--- src/rtl/adc_serial_reader_if.sv ---
// Parallel sample bus from the serial ADC front-end.
// Producer drives x/data_valid/frame_err; the tracker consumes them.
interface adc_serial_reader_if;
   logic [11:0] x;
   logic        data_valid;
   logic        frame_err;

   modport master (
      output x,
      output data_valid,
      output frame_err
   );

   modport slave (
      input x,
      input data_valid,
      input frame_err
   );
endinterface

--- src/rtl/adc_serial_reader.sv ---
// 12-bit serial ADC reader: drives CS/SCLK, shifts in 16-bit frames,
// presents each conversion as a parallel word with a one-cycle strobe.
module adc_serial_reader #(
   parameter int CLK_DIV       = 2,
   parameter int SAMPLE_PERIOD = 100
) (
   input  logic clk,
   input  logic rst,
   input  logic enable,
   input  logic adc_sdata,
   output logic adc_cs_n,
   output logic adc_sclk,
   adc_serial_reader_if.master smp
);

   localparam int HW = (CLK_DIV > 1) ? $clog2(CLK_DIV) : 1;
   localparam int PW = (SAMPLE_PERIOD > 1) ? $clog2(SAMPLE_PERIOD) : 1;
   localparam logic [HW-1:0] H_LAST = HW'(CLK_DIV - 1);
   localparam logic [PW-1:0] P_LAST = PW'(SAMPLE_PERIOD - 1);

   typedef enum logic [1:0] {
      IDLE,
      SETUP,
      SHIFT,
      DONE
   } state_t;

   state_t        state;
   logic [PW-1:0] pcnt;
   logic [HW-1:0] hcnt;
   logic [4:0]    bcnt;
   logic [15:0]   shreg;
   logic          hend;

   assign hend = (hcnt == H_LAST);

   // Conversion-rate timer; parked at zero so re-enable starts at once.
   always_ff @(posedge clk or negedge rst) begin
      if (!rst) begin
         pcnt <= '0;
      end else if (!enable) begin
         pcnt <= '0;
      end else if (pcnt == P_LAST) begin
         pcnt <= '0;
      end else begin
         pcnt <= pcnt + 1'b1;
      end
   end

   // Frame sequencer; every output is registered here.
   always_ff @(posedge clk or negedge rst) begin
      if (!rst) begin
         state          <= IDLE;
         adc_cs_n       <= 1'b1;
         adc_sclk       <= 1'b1;
         hcnt           <= '0;
         bcnt           <= '0;
         shreg          <= '0;
         smp.x          <= '0;
         smp.data_valid <= 1'b0;
         smp.frame_err  <= 1'b0;
      end else begin
         smp.data_valid <= 1'b0;
         smp.frame_err  <= 1'b0;
         unique case (state)
            IDLE: begin
               if (enable && pcnt == '0) begin
                  state    <= SETUP;
                  adc_cs_n <= 1'b0;
                  hcnt     <= '0;
               end
            end
            SETUP: begin
               if (hend) begin
                  state    <= SHIFT;
                  adc_sclk <= 1'b0;
                  hcnt     <= '0;
                  bcnt     <= '0;
               end else begin
                  hcnt <= hcnt + 1'b1;
               end
            end
            SHIFT: begin
               if (!hend) begin
                  hcnt <= hcnt + 1'b1;
               end else begin
                  hcnt <= '0;
                  if (!adc_sclk) begin
                     adc_sclk <= 1'b1;
                     shreg    <= {shreg[14:0], adc_sdata};
                     bcnt     <= bcnt + 1'b1;
                  end else if (bcnt == 5'd16) begin
                     state          <= DONE;
                     adc_cs_n       <= 1'b1;
                     smp.x          <= shreg[11:0];
                     smp.data_valid <= 1'b1;
                     smp.frame_err  <= |shreg[15:12];
                  end else begin
                     adc_sclk <= 1'b0;
                  end
               end
            end
            DONE: begin
               state <= IDLE;
            end
            default: begin
               state <= IDLE;
            end
         endcase
      end
   end

endmodule

--- src/flat_wrapper.sv ---
// flat-port wrapper written by rule: the top's interface ports become plain ports
module adc_serial_reader_flat 
#(
   parameter int CLK_DIV       = 2,
   parameter int SAMPLE_PERIOD = 100
)
  (clk, rst, enable, adc_sdata, adc_cs_n, adc_sclk, smp_x, smp_data_valid, smp_frame_err);
  adc_serial_reader_if smp_i ();
  input  logic clk;
  input  logic rst;
  input  logic enable;
  input  logic adc_sdata;
  output logic adc_cs_n;
  output logic adc_sclk;
  output wire logic [$bits(smp_i.x)-1:0] smp_x;
  output wire logic [$bits(smp_i.data_valid)-1:0] smp_data_valid;
  output wire logic [$bits(smp_i.frame_err)-1:0] smp_frame_err;
  assign smp_x = smp_i.x;
  assign smp_data_valid = smp_i.data_valid;
  assign smp_frame_err = smp_i.frame_err;
  adc_serial_reader #(.CLK_DIV(CLK_DIV), .SAMPLE_PERIOD(SAMPLE_PERIOD)) u_core (.clk(clk), .rst(rst), .enable(enable), .adc_sdata(adc_sdata), .adc_cs_n(adc_cs_n), .adc_sclk(adc_sclk), .smp(smp_i));
endmodule
--- config.mk ---
export PLATFORM = sky130hd
export DESIGN_NAME = adc_serial_reader_flat
export DESIGN_NICKNAME = d
export VERILOG_FILES = /design/src/rtl/adc_serial_reader_if.sv /design/src/rtl/adc_serial_reader.sv /design/src/flat_wrapper.sv
export SDC_FILE = /design/constraint.sdc
export NUM_CORES = 1
export LEC_CHECK = 0
export CAP_MARGIN = 20
export CORE_UTILIZATION = 53
export CTS_BUF_LIST = sky130_fd_sc_hd__clkbuf_4 sky130_fd_sc_hd__clkbuf_8
export DETAILED_ROUTE_END_ITERATION = 12
export PLACE_DENSITY_LB_ADDON = 0.05
export SKIP_CTS_REPAIR_TIMING = 1
export SLEW_MARGIN = 15
export SYNTH_ARGS = -nofsm -noshare
export SYNTH_HDL_FRONTEND = slang
export SYNTH_SLANG_ARGS = --single-unit
--- constraint.sdc ---
create_clock -name clk -period 1.85 [get_ports clk]
set_input_delay 0.555 -clock clk [delete_from_list [all_inputs] [get_ports clk]]
set_output_delay 0.555 -clock clk [all_outputs]
set_load 0.01 [all_outputs]
**Word level (Yosys, flattened, before mapping)**

Cells that the tools add are included.
Widths: inputs -> output; s select.

- Flip-flop bits (word level): 47
- Input bits: 4
- Output and inout port bits: 16
- Logic and storage cells: 71

- Add/subtract/negate cells: 3
- Equal/unequal tests: 11
- Mux-type cells: 31
- Bitwise operators: 1
- Reduce and logical (&&, ||, !) cells: 15

Operators by type and width:

| cell | number |
|---|---|
| $mux 1 | 16 |
| $mux 5 | 3 |
| $mux 7 | 2 |
| $mux 2 | 5 |
| $ne 2x1->1 const B | 5 |
| $pmux 5 s2 | 1 |
| $reduce_and 5->1 | 2 |
| $pmux 2 s4 | 1 |
| $reduce_and 4->1 | 2 |
| $add 7x1->7 const B | 1 |
| $eq 7x7->1 const B | 1 |
| $logic_not 7->1 | 1 |
| $pmux 1 s2 | 3 |
| $reduce_and 3->1 | 2 |
| $reduce_bool 2->1 | 3 |
| $add 5x1->5 const B | 1 |
| $eq 5x5->1 const B | 1 |
| $eq 2x2->1 const B | 2 |
| $reduce_or 4->1 | 1 |
| $eq 2x1->1 const B | 1 |
| $logic_not 2->1 | 1 |
| $ne 2x2->1 const B | 1 |
| $reduce_and 2->1 | 1 |
| $reduce_or 2->1 | 1 |
| 3 further kinds | 3 |

**Logic depth before layout (Yosys ltp)**

Gate-level depths: netlist (run 1).

- Word-level depth: 5
- Mapped depth: 7
- Depth with buffers taken out: 6

**Worst setup path after synthesis (run 1)**

No wires, ideal clock.

- Path kind: register to register
- From: register u_core.bcnt[0]
- To: register u_core.smp.x[0]
- Library setup time: 0.128 ns
- Data arrival time: 1.698 ns
- Data required time: 1.722 ns
- Path slack: 0.024 ns
- Cell stages (with the launch flop): 8
- Path buffers: 1
- Period minus slack after synthesis: 1.826 ns
- Cells stage by stage: dfrtp_1 > inv_1 > ha_1 > nor4bb_1 > and2_1 > nand3_2 > buf_2 > mux2_1

- Longest elaborated chain between the ends: 2

Ends and longest elaborated chain:

| item | line | RTL |
|---|---|---|
| from (decl) | adc_serial_reader.sv:31 | `logic [4:0] bcnt;` |
| from (signal assigned) | adc_serial_reader.sv:91 | `bcnt <= bcnt + 1'b1;` |
| $eq 5x5->1 | adc_serial_reader.sv:92 | `end else if (bcnt == 5'd16) begin` |
| $reduce_and 4->1 (no source line) | -- |  |
| to (signal assigned) | adc_serial_reader.sv:95 | `smp.x <= shreg[11:0];` |
| to (decl) | adc_serial_reader_if.sv:9 | `output x,` |

Every way passes these cells.
A chain may end at the register's enable or synchronous reset.

**Worst setup path after layout (run 1)**

- From: register u_core.pcnt[4]
- To: register u_core.state[1]

- Longest elaborated chain between the ends: 4

Ends and longest elaborated chain:

| item | line | RTL |
|---|---|---|
| from (decl) | adc_serial_reader.sv:29 | `logic [PW-1:0] pcnt;` |
| from (signal assigned) | adc_serial_reader.sv:46 | `pcnt <= pcnt + 1'b1;` |
| $logic_not 7->1 | adc_serial_reader.sv:67 | `if (enable && pcnt == '0) begin` |
| $logic_and 1x1->1 | adc_serial_reader.sv:67 |  |
| $ne 2x1->1 (no source line) | -- |  |
| $reduce_and 5->1 (no source line) | -- |  |
| to (signal assigned) | adc_serial_reader.sv:68 | `state <= SETUP;` |
| to (signal assigned) | adc_serial_reader.sv:75 | `state <= SHIFT;` |
| to (signal assigned) | adc_serial_reader.sv:93 | `state <= DONE;` |
| to (decl) | adc_serial_reader.sv:28 | `state_t state;` |

Every way passes these cells.

==> results.py, run 1 <==
metrics = {
    "sta": {
        "hold_ws_ns": 0.2167,
        "setup_slack_ns": 0.07818,
        "max-slew-margin-rel": 0.6662,
        "skew_ns": 0.005130,
        "drv_slew": 0,
        "fin_crit_ns": 1.772,
        "timing.fmax_mhz": 564.4,
        "setup_violations": 0,
        "hold_viol_final": 0,
        "fin_crit_sh": 0.9577,
        "tightest_slew_ns": 0.5007,
        "rsz0062_at_grt": "no",
    },
    "die": {
        "start_util": 0.5600,
        "die_h_um": 64.43,
        "rows": 22,
        "io_pins": 20,
        "die_w_um": 64.43,
        "fp.coreArea_mm2": 0.003689,
        "die_area_mm2": 0.004151,
    },
    "min_path": {
        "hold_path_class": "in2async",
    },
    "grt": {
        "grt_max_degree": 21,
        "antenna_found_initial": 0,
        "grt_pass1_vias": 1317,
        "grt_pass1_wl_um": 6023,
        "grt-ovfl-total": 0,
        "track_usage": 0.1942,
    },
    "power": {
        "p_leak_uw": 0.001279,
        "switching_share": 0.3096,
        "switchingPower_uw": 930.7,
        "sequentialPowerShare": 0.440,
        "peakVddDrop_uv": 994.2,
        "power.total_uw": 3006,
        "p_int_uw": 2075,
        "combPwrFrac": 0.317,
        "power.density_mw_per_mm2": 1171,
        "power.share.clock": 0.243,
    },
    "worst_setup_path": {
        "path_cells": "or3_4, o41ai_4, o211a_1, mux2_1",
        "regToRegEndpoint": "u_core.state[1]$_DFFE_PN0P_",
        "path_buf_inv": 0,
        "cp_slowest_cell": "dfrtp_1",
        "r2r_setup_slack_ns": 0.08,
        "cp_max_fo": 4,
        "cp-endpoint": "u_core.state[1]$_DFFE_PN0P_",
        "r2r_cells": 4,
        "cp_top_family": "compound AO/OA/AOI/OAI gates",
        "worst-setup-path-type": "reg2reg",
        "worstSetupStartpointType": "register",
        "max_stage_delay_ns": 0.42,
        "crit_cells": 4,
        "crit_path_end_kind": "register",
        "rr_startpoint": "u_core.pcnt[4]$_DFF_PN0_",
        "critPathRequiredTime_ns": 2.03,
        "cp.arrival_ns": 1.95,
        "cp-startpoint": "u_core.pcnt[4]$_DFF_PN0_",
    },
    "status": {
        "status": "finished clean",
    },
    "final_layout": {
        "fin_nets": 207,
        "final_common_cell": "dfrtp_1",
        "syn2layout_area_growth_pct": 24.29,
        "n_antenna_cell": 0,
        "drive_above_1_share": 0.2513,
        "mostFrequentLayoutCells": "dfrtp_1, mux2_2, clkdlybuf4s50_1",
    },
    "clock_tree": {
        "clk_pin_slew_worst_paths_ns": 0.08,
        "cts_max_level": 2,
        "cts_buffers": 5,
        "cts.sinks": 47,
        "cts_root_buffer": "clkbuf_8",
        "clockBufferDepth": 2,
        "clk_latency_ns": 0.29,
        "cts_tree": "built",
    },
    "routing": {
        "drt_iter0_drc": 60,
        "route.detailed.drc": 0,
        "dr.pass1.iters": 4,
        "vias_per_cell": 5.490,
        "detail_route.wl_per_cell_um": 14.53,
        "detail-route-antenna-nets": 0,
        "routed_wl_um": 3531,
        "vias": 1334,
    },
    "logic_synthesis": {
        "synth_flop_cell": "dfrtp_1",
        "async_flop_share": 1.000,
        "yosysWarningCount": 0,
        "synth.avg_cell_area_um2": 13.07,
        "synth_edf_count": 0,
        "ys_ff_latch": 47,
        "ys_types": 32,
        "syn-num-nets": 170,
        "synth_area_mm2": 0.002066,
        "syn-instance-count": 158,
        "ys_seq_area_frac": 0.5706,
    },
    "flow_run": {
        "drv_cap": 0,
    },
    "placed_design": {
        "dp_hpwl_um": 2454,
        "place_congestion": 0.8189,
        "io_buffers": 19,
        "pre_cts_ws_ns": -0.1922,
    },
}
## worst reg2reg max path: cells and delay by family (launching register included)
kind               cells  cell delay (ns)
AOI/OAI and AO/OA      2             0.51
DFF                    1             0.42
muxes                  1             0.33
and+or+nand+nor        1             0.40
## per-layer routing
layer  track usage  share of wire  up-vias  routed length, µm
li1              -              -      627                  -
met1        0.2429           0.44      678               1562
met2        0.3158           0.50       21               1782
met3       0.05810          0.033        8                116
met4       0.07778          0.020        0                 70
met5             0              0        -                  0
## flip-flops by register name, indices dropped and copies added, names as in the netlist
signal	count
u_core.adc_sclk	1
u_core.hcnt	1
u_core.smp.x	12
u_core.pcnt	7
u_core.state	2
u_core.shreg	16
u_core.bcnt	5
u_core.adc_cs_n	1
u_core.smp.data_valid	1
u_core.smp.frame_err	1
## power by group through the flow
stage,clock network [µW],registers (µW),logic (µW)
after floorplan,0,1310,677
after global placement,0,1330,873
after detailed placement,0,1340,924
after CTS,752,1330,925
after global routing,788,1350,1060
final,730,1320,953
## how the worst min path moves through the flow
| stage | endpoint | cells past startpoint |
|---|---|---|
| floorplan | u_core.bcnt[0]$_DFFE_PN0P_ | 0 |
| finish | u_core.pcnt[2]$_DFF_PN0_ | 1 |
| CTS | u_core.pcnt[2]$_DFF_PN0_ | 1 |
| detailed placement | u_core.smp.x[0]$_DFFE_PN0P_ | 1 |
| global route | u_core.pcnt[2]$_DFF_PN0_ | 1 |
| global placement | u_core.pcnt[0]$_DFF_PN0_ | 1 |
## per-stage QoR
stage	cell area (µm²)	instances	utilization	setup TNS, ns
floorplan	2066	158	-	0
global placement	2409	232	0.6530	-0.4713
detailed placement	2409	232	0.6530	-0.6577
CTS	2515	239	0.6818	-0.2758
global route	2567	243	0.6961	0
finish	2567	243	0.6961	0
## cell families after synthesis
| kind of cell | count (synthesis) | synth area share |
|---|---|---|
| fa+ha+maj | 8 | 0.04846 |
| compound gates | 17 | 0.07148 |
| simple gates | 37 | 0.09327 |
| xor+xnor | 7 | 0.02968 |
| flops | 47 | 0.5706 |
| mux | 30 | 0.1629 |
| buf+inv | 12 | 0.02362 |
## synth_stat cells (all sizes together), types with 2 or more instances
cell type,number,share of area
xnor2,3,0.013
ha,8,0.048
xor2,4,0.017
nand4,3,0.0091
dfstp,2,0.025
nor2b,2,0.0061
mux2,29,0.16
o21ai,5,0.012
nand3,6,0.017
a22o,4,0.017
and2,4,0.012
dfrtp,45,0.55
nand2,6,0.011
inv,9,0.016
nor2,12,0.022
buf,3,0.0073
## cell type report
class	count	area, µm²
Sequential cell	47	1179
Fill cell	266	1121
Multi-Input combinational cell	99	855.8
Timing Repair Buffer	33	332.8
Clock buffer	6	76.32
Tap cell	48	60.06
Inverter	9	33.78
Clock inverter	1	30.03
Power figures use the tool's default switching activity.
==> run 2: changes to the inputs <==
Clock period 1.85 ns to 1.6 ns, I/O delays scaled along.
==> results.py, run 2 (synthesized netlist as in run 1, its figures left out) <==
metrics = {
    "status": {
        "status": "complete, but fails checks",
        "violations": "setup timing",
    },
    "worst_setup_path": {
        "path_cells": "inv_2, ha_4, nor4bb_4, and2_4, buf_4, o211a_1, mux2_4",
        "cp_slowest_cell": "dfrtp_1",
        "critPathRequiredTime_ns": 1.79,
        "r2r_cells": 7,
        "crit_path_end_kind": "register",
        "worstSetupStartpointType": "register",
        "regToRegEndpoint": "u_core.state[1]$_DFFE_PN0P_",
        "cp.arrival_ns": 1.89,
        "rr_startpoint": "u_core.bcnt[1]$_DFFE_PN0P_",
        "r2r_setup_slack_ns": -0.10,
        "cp_max_fo": 2,
        "worst-setup-path-type": "reg2reg",
        "max_stage_delay_ns": 0.40,
    },
    "clock_tree": {
        "cts_max_level": 2,
        "clockBufferDepth": 2,
        "cts_tree": "built",
        "clk_latency_ns": 0.30,
        "clk_pin_slew_worst_paths_ns": 0.08,
        "cts_root_buffer": "clkbuf_8",
        "cts_buffers": 5,
        "cts.sinks": 47,
    },
    "placed_design": {
        "dp_hpwl_um": 2551,
        "io_buffers": 19,
        "place_congestion": 0.8304,
    },
    "grt": {
        "track_usage": 0.1998,
        "grt-ovfl-total": 0,
        "grt_max_degree": 35,
        "antenna_found_initial": 0,
        "grt_pass1_vias": 1406,
        "grt_pass1_wl_um": 6341,
    },
    "final_layout": {
        "final_common_cell": "dfrtp_1",
        "n_antenna_cell": 0,
        "n_fill_cell": 241,
        "reg_top3": "u_core.shreg: 16 flops, u_core.smp.x: 12 flops, u_core.pcnt: 7 flops",
        "largest_reg_flops": 16,
        "drive_above_1_share": 0.4010,
        "fin_nets": 218,
        "regMostFlops": "u_core.shreg",
        "syn2layout_area_growth_pct": 34.95,
        "mostFrequentLayoutCells": "dfrtp_1, buf_4, mux2_2",
    },
    "power": {
        "power.density_mw_per_mm2": 1386,
        "p_leak_uw": 0.001626,
        "peakVddDrop_uv": 1033,
        "power.total_uw": 3865,
    },
    "die": {
        "rows": 22,
        "die_w_um": 64.43,
        "io_pins": 20,
        "die_area_mm2": 0.004151,
        "start_util": 0.5600,
        "fp.coreArea_mm2": 0.003689,
        "die_h_um": 64.43,
    },
    "sta": {
        "timing.fmax_mhz": 587.4,
        "hold_viol_final": 0,
        "setup_violations": 16,
        "fin_crit_sh": 1.064,
        "drv_slew": 0,
        "fin_crit_ns": 1.702,
        "rsz0062_at_grt": "yes",
        "tightest_slew_ns": 0.3825,
        "setup_slack_ns": -0.1023,
        "max-slew-margin-rel": 0.7433,
        "skew_ns": 0.005097,
        "finalSetupTns_ns": -0.7985,
    },
    "routing": {
        "detail_route.wl_per_cell_um": 14.62,
        "vias_per_cell": 5.361,
        "dr.pass1.iters": 4,
        "vias": 1367,
        "routed_wl_um": 3728,
        "drt_iter0_drc": 54,
        "detail-route-antenna-nets": 0,
        "route.detailed.drc": 0,
    },
    "min_path": {
        "hold_path_class": "in2async",
    },
    "flow_run": {
        "drv_cap": 0,
    },
}
[run 2: final cells by class]
type	instances	area (µm²)	area share
clock inverters	1	7.507	0.002693
repair buffers	44	447.9	0.1607
multi-input cells	99	963.4	0.3456
inverters	9	33.78	0.01212
well taps	48	60.06	0.02154
flip-flops and latches	47	1179	0.4228
clock buffers	7	96.34	0.03456
[run 2: worst max-delay path: cells and delay by family (launching register included)]
family / cells / cell delay, ns
flops: 1 / 0.40
simple gates: 2 / 0.39
mux: 1 / 0.30
buf+inv: 2 / 0.19
compound gates: 1 / 0.19
fa+ha+maj: 1 / 0.12
[run 2: stage by stage]
step	cells	setup slack, ns	cell area [µm²]	util	hold WS [ns]
2_1_floorplan	158	-0.1396	2121	-	0.1844
3_3_place_gp	242	-0.3931	2515	0.6818	0.4024
3_5_place_dp	242	-0.4420	2515	0.6818	0.4096
4_1_cts	250	-0.2774	2619	0.7100	0.08683
5_1_grt	255	-0.1542	2788	0.7558	0.08507
6_report	255	-0.1023	2788	0.7558	0.08903
[run 2: power breakdown]
group / internal [µW] / switching, µW / total (µW)
logic: 831 / 713 / 1540
clock network: 393 / 384 / 777
registers: 1380 / 159 / 1540
[run 2: per-layer routing]
| layer | vias up | part of all wire | track usage |
|---|---|---|---|
| met3 | 11 | 0.032 | 0.05282 |
| met5 | - | 0 | 0 |
| met1 | 681 | 0.43 | 0.2530 |
| met2 | 27 | 0.52 | 0.3276 |
| li1 | 648 | - | - |
| met4 | 0 | 0.021 | 0.07778 |
[run 2: worst max-delay path by stage]
stage	start	endpoint	slack (ns)	cells after the start
after global routing	u_core.bcnt[1]$_DFFE_PN0P_	u_core.state[1]$_DFFE_PN0P_	-0.15	7
after floorplan	u_core.pcnt[2]$_DFF_PN0_	u_core.state[1]$_DFFE_PN0P_	-0.14	4
after global placement	enable	u_core.state[1]$_DFFE_PN0P_	-0.39	5
final	u_core.bcnt[1]$_DFFE_PN0P_	u_core.state[1]$_DFFE_PN0P_	-0.10	7
after CTS	u_core.adc_cs_n$_DFFE_PN1P_	adc_cs_n	-0.28	1
after detailed placement	enable	u_core.adc_cs_n$_DFFE_PN1P_	-0.44	6
